**config.mk**
```make
export PLATFORM = sky130hd
export DESIGN_NAME = vpu_lcd_pixel_fifo
export DESIGN_NICKNAME = d
export VERILOG_FILES = /design/src/rtl/vpu_lcd_pixel_fifo.sv
export SDC_FILE = /design/constraint.sdc
export NUM_CORES = 1
export LEC_CHECK = 0
export BUFFER_PORTS_ARGS = -buffer_cell sky130_fd_sc_hd__buf_2
export CAP_MARGIN = 20
export CORE_AREA = 2 2 306 308
export DETAILED_ROUTE_END_ITERATION = 10
export DIE_AREA = 0 0 308 310
export GPL_TIMING_DRIVEN = 0
export SETUP_SLACK_MARGIN = 0.1
export SYNTH_ARGS = -nofsm -noshare
export SYNTH_HDL_FRONTEND = slang
export SYNTH_SLANG_ARGS = --single-unit
export TNS_END_PERCENT = 30
```
**constraint.sdc**
```tcl
create_clock -name clk -period 3.8 [get_ports clk]
set_clock_uncertainty 0.15 [all_clocks]
set_input_delay 0.57 -clock clk [delete_from_list [all_inputs] [get_ports clk]]
set_output_delay 0.57 -clock clk [all_outputs]
set_load 0.005 [all_outputs]
```
**src/rtl/vpu_lcd_pixel_fifo.sv**
```systemverilog
// Pixel FIFO between vpu_core and the ILI9341 byte driver: packs ABGR8888 to RGB565
// (RGB666 with PIXEL_FIFO_RGB666_EN), buffers entries and serializes them high byte first.
module vpu_lcd_pixel_fifo #(
  parameter int DEPTH_LOG2 = 6
) (
  input  logic                  clk,
  input  logic                  reset,
  input  logic                  flush,
  input  logic                  pix_valid,
  input  logic [31:0]           pix_color,
  input  logic                  pix_sof,
  output logic                  byte_valid,
  output logic [7:0]            byte_data,
  output logic                  byte_sof,
  input  logic                  byte_ready,
  output logic [DEPTH_LOG2:0]   fifo_level,
  output logic                  overflow,
  input  logic                  ovf_clear
);

`ifdef PIXEL_FIFO_RGB666_EN
  localparam int ENTRY_W = 19;
`else
  localparam int ENTRY_W = 17;
`endif
  localparam int DEPTH = 2 ** DEPTH_LOG2;
  localparam logic [DEPTH_LOG2:0]   LEVEL_FULL = {1'b1, {DEPTH_LOG2{1'b0}}};
  localparam logic [DEPTH_LOG2:0]   LEVEL_ONE  = {{DEPTH_LOG2{1'b0}}, 1'b1};
  localparam logic [DEPTH_LOG2-1:0] PTR_ONE    = {{(DEPTH_LOG2-1){1'b0}}, 1'b1};

  typedef enum logic [1:0] {
    S_IDLE,
    S_BYTE0,
    S_BYTE1,
    S_BYTE2
  } ser_state_t;

  ser_state_t state_q, state_d;

  logic [ENTRY_W-1:0]    mem [DEPTH];
  logic [ENTRY_W-1:0]    entry;
  logic [ENTRY_W-1:0]    word_q;
  logic [DEPTH_LOG2-1:0] wr_ptr, rd_ptr;
  logic                  full, empty, drop, do_push, do_pop, accept, last_byte;
  logic                  unused_color_bits;

  // Colour reduction happens before the write so the FIFO only stores what the panel uses.
  always_comb begin
`ifdef PIXEL_FIFO_RGB666_EN
    entry = {pix_sof, pix_color[7:2], pix_color[15:10], pix_color[23:18]};
    unused_color_bits = ^{pix_color[31:24], pix_color[17:16], pix_color[9:8], pix_color[1:0]};
`else
    entry = {pix_sof, pix_color[7:3], pix_color[15:10], pix_color[23:19]};
    unused_color_bits = ^{pix_color[31:24], pix_color[18:16], pix_color[9:8], pix_color[2:0]};
`endif
  end

  // Full is judged on the pre-edge level, so a same-cycle pop never makes room for a push.
  always_comb begin
    full      = (fifo_level == LEVEL_FULL);
    empty     = (fifo_level == '0);
    drop      = pix_valid && full;
    accept    = byte_valid && byte_ready;
`ifdef PIXEL_FIFO_RGB666_EN
    last_byte = (state_q == S_BYTE2);
`else
    last_byte = (state_q == S_BYTE1);
`endif
    do_push   = pix_valid && !full && !flush;
    do_pop    = !flush && !empty && ((state_q == S_IDLE) || (last_byte && accept));
  end

  always_comb begin
    state_d = state_q;
    case (state_q)
      S_IDLE:  if (!empty) state_d = S_BYTE0;
      S_BYTE0: if (accept) state_d = S_BYTE1;
`ifdef PIXEL_FIFO_RGB666_EN
      S_BYTE1: if (accept) state_d = S_BYTE2;
      S_BYTE2: if (accept) state_d = empty ? S_IDLE : S_BYTE0;
`else
      S_BYTE1: if (accept) state_d = empty ? S_IDLE : S_BYTE0;
`endif
      default: state_d = S_IDLE;
    endcase
  end

  // Outputs come straight from the held word, so they cannot change while stalled.
  always_comb begin
    byte_valid = (state_q != S_IDLE);
    byte_data  = 8'h00;
    byte_sof   = 1'b0;
    case (state_q)
`ifdef PIXEL_FIFO_RGB666_EN
      S_BYTE0: begin
        byte_data = {word_q[17:12], 2'b00};
        byte_sof  = word_q[18];
      end
      S_BYTE1: byte_data = {word_q[11:6], 2'b00};
      S_BYTE2: byte_data = {word_q[5:0], 2'b00};
`else
      S_BYTE0: begin
        byte_data = word_q[15:8];
        byte_sof  = word_q[16];
      end
      S_BYTE1: byte_data = word_q[7:0];
`endif
      default: byte_data = 8'h00;
    endcase
  end

  always_ff @(posedge clk) begin
    if (do_push) mem[wr_ptr] <= entry;
  end

  always_ff @(posedge clk or posedge reset) begin
    if (reset) begin
      state_q    <= S_IDLE;
      wr_ptr     <= '0;
      rd_ptr     <= '0;
      fifo_level <= '0;
      word_q     <= '0;
    end else if (flush) begin
      state_q    <= S_IDLE;
      rd_ptr     <= wr_ptr;
      fifo_level <= '0;
    end else begin
      state_q <= state_d;
      if (do_push) wr_ptr <= wr_ptr + PTR_ONE;
      if (do_pop) begin
        rd_ptr <= rd_ptr + PTR_ONE;
        word_q <= mem[rd_ptr];
      end
      case ({do_push, do_pop})
        2'b10:   fifo_level <= fifo_level + LEVEL_ONE;
        2'b01:   fifo_level <= fifo_level - LEVEL_ONE;
        default: fifo_level <= fifo_level;
      endcase
    end
  end

  // A drop in the same cycle as a clear keeps the flag set.
  always_ff @(posedge clk or posedge reset) begin
    if (reset) overflow <= 1'b0;
    else if (drop) overflow <= 1'b1;
    else if (ovf_clear) overflow <= 1'b0;
  end

endmodule
```
==> reports/results.tsv, run 1 <==
stage	metric	value	unit
place	dp_slack	-0.440	ns
yosys	syn-num-nets	2188	
cells_and_area	num-nets-final	2430	
timing	final_max_slew_viol_count	0	
yosys	yosysWarnings	0	
timing	whs	0.0705	ns
clock_network	cts_tree	built	
yosys	synthFlopType	edfxtp_1	
power_and_ir_drop	vdd_drop_max	0.431	mV
cells_and_area	final_cell_mix	edfxtp_1 (1,088), mux4_2 (235), clkbuf_16 (117), mux2i_1 (116)	
yosys	synthArstFlopShare	3.46	%
place	place_area	47200	µm²
timing	max_slew_margin	22.2	%
status	run_status	complete, but fails checks	
floorplan	ios	57	
setup_path	crit_arrival	4.07	ns
clock_network	h-tree-depth	3	
timing	min_period	3.84	ns
setup_path	crit_fanout	11	
setup_path	path_class	reg -> reg	
global_routing	overflow	0	
yosys	synth_cell_types	62	
timing	timing.final.crit_share	101	%
setup_path	crit_path_end_kind	flop	
drt	drt-pass1-iter-count	8	
cells_and_area	finish.instance_area	51200	µm²
setup_path	required	4.02	ns
place	globalplace.congestion	0.930	
drt	routed_wl	125000	µm
power_and_ir_drop	power_frac_clock	29.7	%
status	violations	setup timing	
clock_network	path_clk_slew	0.06	ns
clock_network	clk_path_buf_depth	3	
power_and_ir_drop	p_seq_share	39.2	%
flow_run	drv_cap	0	
timing	rsz0062_at_grt	true	
floorplan	die_x	308	µm
global_routing	grtUsageTotal	26.7	%
yosys	postSynthAreaPerCell	20.6	µm²
power_and_ir_drop	p_per_area	712	nW/µm²
power_and_ir_drop	p_int	24.4	mW
setup_path	cp-start-kind	flop	
place	port_buffers	39	
clock_network	cts_setup_buffers	0	
global_routing	grt_max_degree	65	
cells_and_area	finish.utilization	55.3	%
setup_path	endpoint	mem[41][15]	
clock_network	worstSkewPairLatency	0.69	ns
place	placedCellCount	3459	
cells_and_area	finalNonFillerCells	3675	
setup_path	timing.rr.start	fifo_level[3]	
yosys	syn_area	44000	µm²
min_path	hold_class	in -> reg	
timing	worst-slew-pin-transition	1.17	ns
setup_path	crit_start	fifo_level[3]	
cells_and_area	drive_above_1_share	28.0	%
drt	ant_nets	0	
global_routing	grt_pass1_vias	22818	
setup_path	ff2ff_path_depth	6	
floorplan	start_util	47.6	%
timing	hold_viol	0	
power_and_ir_drop	power.switching	12.0	mW
floorplan	core	92500	µm²
timing	fin_ws	-0.0433	ns
global_routing	grt_pass1_wl	174000	µm
timing	max_freq	260	MHz
setup_path	r2r_setup_slack	-0.04	ns
floorplan	dieArea	95500	µm²
power_and_ir_drop	p_comb_share	31.2	%
drt	viasPerCell	6.24	
yosys	yosysSeqAreaShare	76.4	%
clock_network	numCtsBuffers	113	
yosys	synth_seq_cells	1127	
power_and_ir_drop	p_leak	16.3	nW
floorplan	fp.dieH	310	µm
floorplan	rows	112	
cells_and_area	final_common_cell	edfxtp_1	
drt	dr.first_iter.drc_count	2826	
yosys	synthCells	2141	
clock_network	clock_sinks	1127	
power_and_ir_drop	power	36.4	mW
clock_network	root_buffer	clkbuf_16	
power_and_ir_drop	sw_frac_of_total	32.9	%
setup_path	r2r_end	mem[41][15]	
drt	remaining_drc_errors	0	
place	detailed_place_hpwl	88400	µm
global_routing	antenna_found_initial	10	
drt	wire_per_inst	34.1	µm
timing	setup_viol	55	
cells_and_area	area_growth	16.1	%
cells_and_area	fillCellCount	6984	
yosys	yosys.area.top_type	edfxtp_1	
yosys	synth_edf_count	1088	
yosys	synth_top_area_share	74.2	%
drt	dr_total_vias	22939	
yosys	ys_top_cells_by_area	edfxtp_1 (74%), mux4_2 (12%), mux2i_1 (2.7%)	
timing	setup_tns	-1.03	ns
-- cell families after synthesis --
kind of cell	share of synthesized area, %
adder cells (fa/ha/maj)	0.227
flip-flops	76.4
multiplexers	15.3
AO/OA/AOI/OAI	3.43
AND/OR/NAND/NOR	3.04
XOR/XNOR	0.179
buffers and inverters	1.45
-- final cells by class --
class / instances / area, µm² / share of cell area (%)
Timing Repair Buffer: 128 / 1660 / 3.25
Buffer: 124 / 652 / 1.27
Clock buffer: 148 / 3060 / 5.99
Inverter: 9 / 33.8 / 0.0660
Multi-Input combinational cell: 880 / 10100 / 19.7
Antenna cell: 2 / 5.00 / 0.00978
Clock inverter: 60 / 510 / 0.998
Sequential cell: 1127 / 33600 / 65.8
Tap cell: 1197 / 1500 / 2.93
-- repair_timing --
item                                    CTS  global route
resized for setup                        25            36
hold buffers                              2             0
endpoints found under the setup margin  667           263
hold endpoints to repair                 40             0
-- cell usage after synthesis, drive strengths merged, types with 7 or more instances --
cell	instances
and2	10
inv	9
o21ai	38
buf	76
a211oi	12
mux2	21
a22oi	54
nand3	37
a21oi	36
nor2b	29
nand2	52
ha	8
nand2b	7
mux4	235
o22ai	9
clkbuf	49
o211ai	15
nor3	11
nand4	8
edfxtp	1088
nor2	99
a221oi	18
dfrtp	39
mux2i	119
-- power groups by stage --
stage                     combinational, mW  clock, mW  sequential (mW)
final                                  11.3       10.8             14.3
after CTS                              11.2       10.9             14.3
after detailed placement               11.2          0             14.5
after floorplan                        6.64          0             14.4
after global placement                 10.9          0             14.5
after global routing                   11.8       11.4             14.3
-- critical path, stage by stage (launching register included) --
cell and delay, ns:
dfrtp_1 0.54, nor2_1 0.17, a311oi_2 0.60, nor2b_1 0.49
nand2_1 0.61, nor2_2 0.70, buf_8 0.24
-- worst min-delay path by stage --
stage               depth (start not counted)         end  slack, ns     startpoint
floorplan                                   2   word_q[6]       0.31      word_q[6]
CTS                                         3    overflow       0.09      pix_valid
global route                                1  mem[44][3]       0.04  pix_color[22]
finish                                      1  mem[40][4]       0.07  pix_color[23]
global placement                            2  word_q[10]       0.34     word_q[10]
detailed placement                          2  word_q[15]       0.33     word_q[15]
-- sequential cells by signal (all words and copies together), names as in the netlist --
signal	flops
overflow	1
wr_ptr	6
fifo_level	7
state_q	2
rd_ptr	6
word_q	17
mem	1088
-- routing by layer --
layer	GRT usage [%]	routed length, µm	vias up
met4	8.81	4260	10
li1	-	-	9385
met2	43.4	60400	1095
met3	5.80	10900	199
met1	36.1	49600	12250
met5	0	62	-
Power figures use the tool's default switching activity.
==> inputs of run 2 (changes only) <==
--- a/config.mk
+++ b/config.mk
@@ -12,6 +12,7 @@
 export DIE_AREA = 0 0 308 310
 export GPL_TIMING_DRIVEN = 0
 export SETUP_SLACK_MARGIN = 0.1
+export SKIP_LAST_GASP = 1
 export SYNTH_ARGS = -nofsm -noshare
 export SYNTH_HDL_FRONTEND = slang
 export SYNTH_SLANG_ARGS = --single-unit
==> run 2 against run 1 <==
Net effect:
- the flow still finishes with violations (setup timing)
- non-clock buffer count is the same
- critical path depth is the same
- sequential power is essentially flat
- final cell count is the same
- critical endpoint is now mem[26][15]
==> reports/results.tsv, run 2 (synthesized netlist as in run 1, its figures left out) <==
stage	metric	value	unit
global_routing	overflow	0	
floorplan	die_x	308	µm
setup_path	required	4.03	ns
cells_and_area	reg_top3	mem x1088, word_q x17, fifo_level x7	
place	globalplace.congestion	0.930	
global_routing	antenna_found_initial	9	
setup_path	crit_path_end_kind	flop	
cells_and_area	top_register	mem	
power_and_ir_drop	vdd_drop_max	0.435	mV
drt	wire_per_inst	34.1	µm
place	place_area	47200	µm²
place	detailed_place_hpwl	88400	µm
setup_path	path_class	reg -> reg	
cells_and_area	largest_reg_flops	1088	
global_routing	grt_max_degree	65	
cells_and_area	area_growth	16.1	%
power_and_ir_drop	p_leak	16.3	nW
cells_and_area	finish.instance_area	51100	µm²
place	port_buffers	39	
clock_network	path_clk_slew	0.06	ns
drt	ant_nets	0	
setup_path	cp-start-kind	flop	
status	violations	setup timing	
clock_network	root_buffer	clkbuf_16	
drt	dr.first_iter.drc_count	2844	
cells_and_area	final_common_cell	edfxtp_1	
drt	drt-pass1-iter-count	5	
cells_and_area	drive_above_1_share	27.9	%
timing	max_freq	257	MHz
drt	remaining_drc_errors	0	
timing	final_max_slew_viol_count	0	
setup_path	crit_arrival	4.12	ns
drt	dr_total_vias	22826	
drt	viasPerCell	6.21	
clock_network	numCtsBuffers	113	
timing	fin_ws	-0.0862	ns
clock_network	clock_sinks	1127	
clock_network	cts_tree	built	
global_routing	grt_pass1_wl	174000	µm
clock_network	h-tree-depth	3	
clock_network	clk_path_buf_depth	3	
power_and_ir_drop	power	36.4	mW
floorplan	start_util	47.6	%
floorplan	fp.dieH	310	µm
place	placedCellCount	3459	
timing	hold_viol	0	
global_routing	grtUsageTotal	26.7	%
clock_network	worstSkewPairLatency	0.69	ns
power_and_ir_drop	p_per_area	712	nW/µm²
cells_and_area	final_cell_mix	edfxtp_1 (1,088), mux4_2 (235), mux2i_1 (117), clkbuf_16 (117)	
floorplan	core	92500	µm²
min_path	hold_class	in -> reg	
timing	timing.final.crit_share	102	%
cells_and_area	num-nets-final	2430	
timing	rsz0062_at_grt	true	
drt	routed_wl	125000	µm
flow_run	drv_cap	0	
timing	worst-slew-pin-transition	1.17	ns
timing	max_slew_margin	22.2	%
cells_and_area	finalNonFillerCells	3675	
floorplan	rows	112	
timing	setup_viol	75	
setup_path	r2r_setup_slack	-0.09	ns
status	run_status	complete, but fails checks	
floorplan	dieArea	95500	µm²
floorplan	ios	57	
timing	min_period	3.89	ns
global_routing	grt_pass1_vias	22818	
setup_path	crit_fanout	14	
## run 2: area by class of cell
class	instances	area, µm²
multi-input cells	880	10000
plain buffers	124	651
flip-flops and latches	1127	33600
diodes	2	5.00
inverters	9	33.8
well taps	1197	1500
repair buffers	128	1660
fillers	6987	41400
clock inverters	60	510
clock buffers	148	3060
## run 2: worst max-delay path, cell delays in order, from the launching register on
cell and delay, ns:
dfrtp_1 0.54, nor2_1 0.17, a311oi_2 0.63, nor2b_1 0.50
nand2_1 0.67, nor2_2 0.64, buf_8 0.25
## run 2: layer usage
| layer | track usage [%] | wire (µm) | part of all wire, % | vias to the layer above |
|---|---|---|---|---|
| met2 | 43.4 | 60400 | 48 | 1086 |
| met5 | 0 | 44 | 0.035 | - |
| met1 | 36.1 | 49800 | 40 | 12145 |
| met4 | 8.81 | 4200 | 3.4 | 8 |
| li1 | - | - | - | 9386 |
| met3 | 5.80 | 10700 | 8.5 | 201 |
## run 2: report_power, final
part	total [mW]	internal (mW)	switching (mW)	leakage, nW
clock	10.8	6.19	4.60	1.73
sequential	14.3	14.0	0.261	10.3
combinational	11.3	4.23	7.11	4.34
total	36.4	24.4	12.0	16.3
## run 2: stage by stage
step | setup slack (ns) | utilization (%) | hold slack [ns] | setup TNS [ns]
floorplan | 0.722 | - | 0.312 | 0
global placement | -1.17 | 49.4 | 0.336 | -892.47
detailed placement | -0.440 | 51.1 | 0.333 | -73.45
CTS | 0.0646 | 55.1 | 0.0916 | 0
global route | -0.0568 | 55.3 | 0.0363 | -2.37
finish | -0.0862 | 55.3 | 0.0663 | -3.42
## run 2: repair_timing
| action | in CTS | in global routing |
|---|---|---|
| resized for setup | 25 | 27 |
| endpoints found under the setup margin | 667 | 263 |
| setup buffers | 0 | 0 |
| hold endpoints to repair | 40 | 0 |
| hold buffers | 2 | 0 |
| pin swaps | 0 | 0 |
## run 2: path summary, 6_finish.rpt
path / from / endpoint / cells past startpoint
setup / recovery: fifo_level[3] / mem[26][15] / 6
hold reg to reg: word_q[15] / word_q[15] / 2
min in group asynchronous: reset / overflow / 3
max in group asynchronous: reset / rd_ptr[2] / 4
setup reg to reg: fifo_level[3] / mem[26][15] / 6
hold / removal: pix_color[22] / mem[44][3] / 1
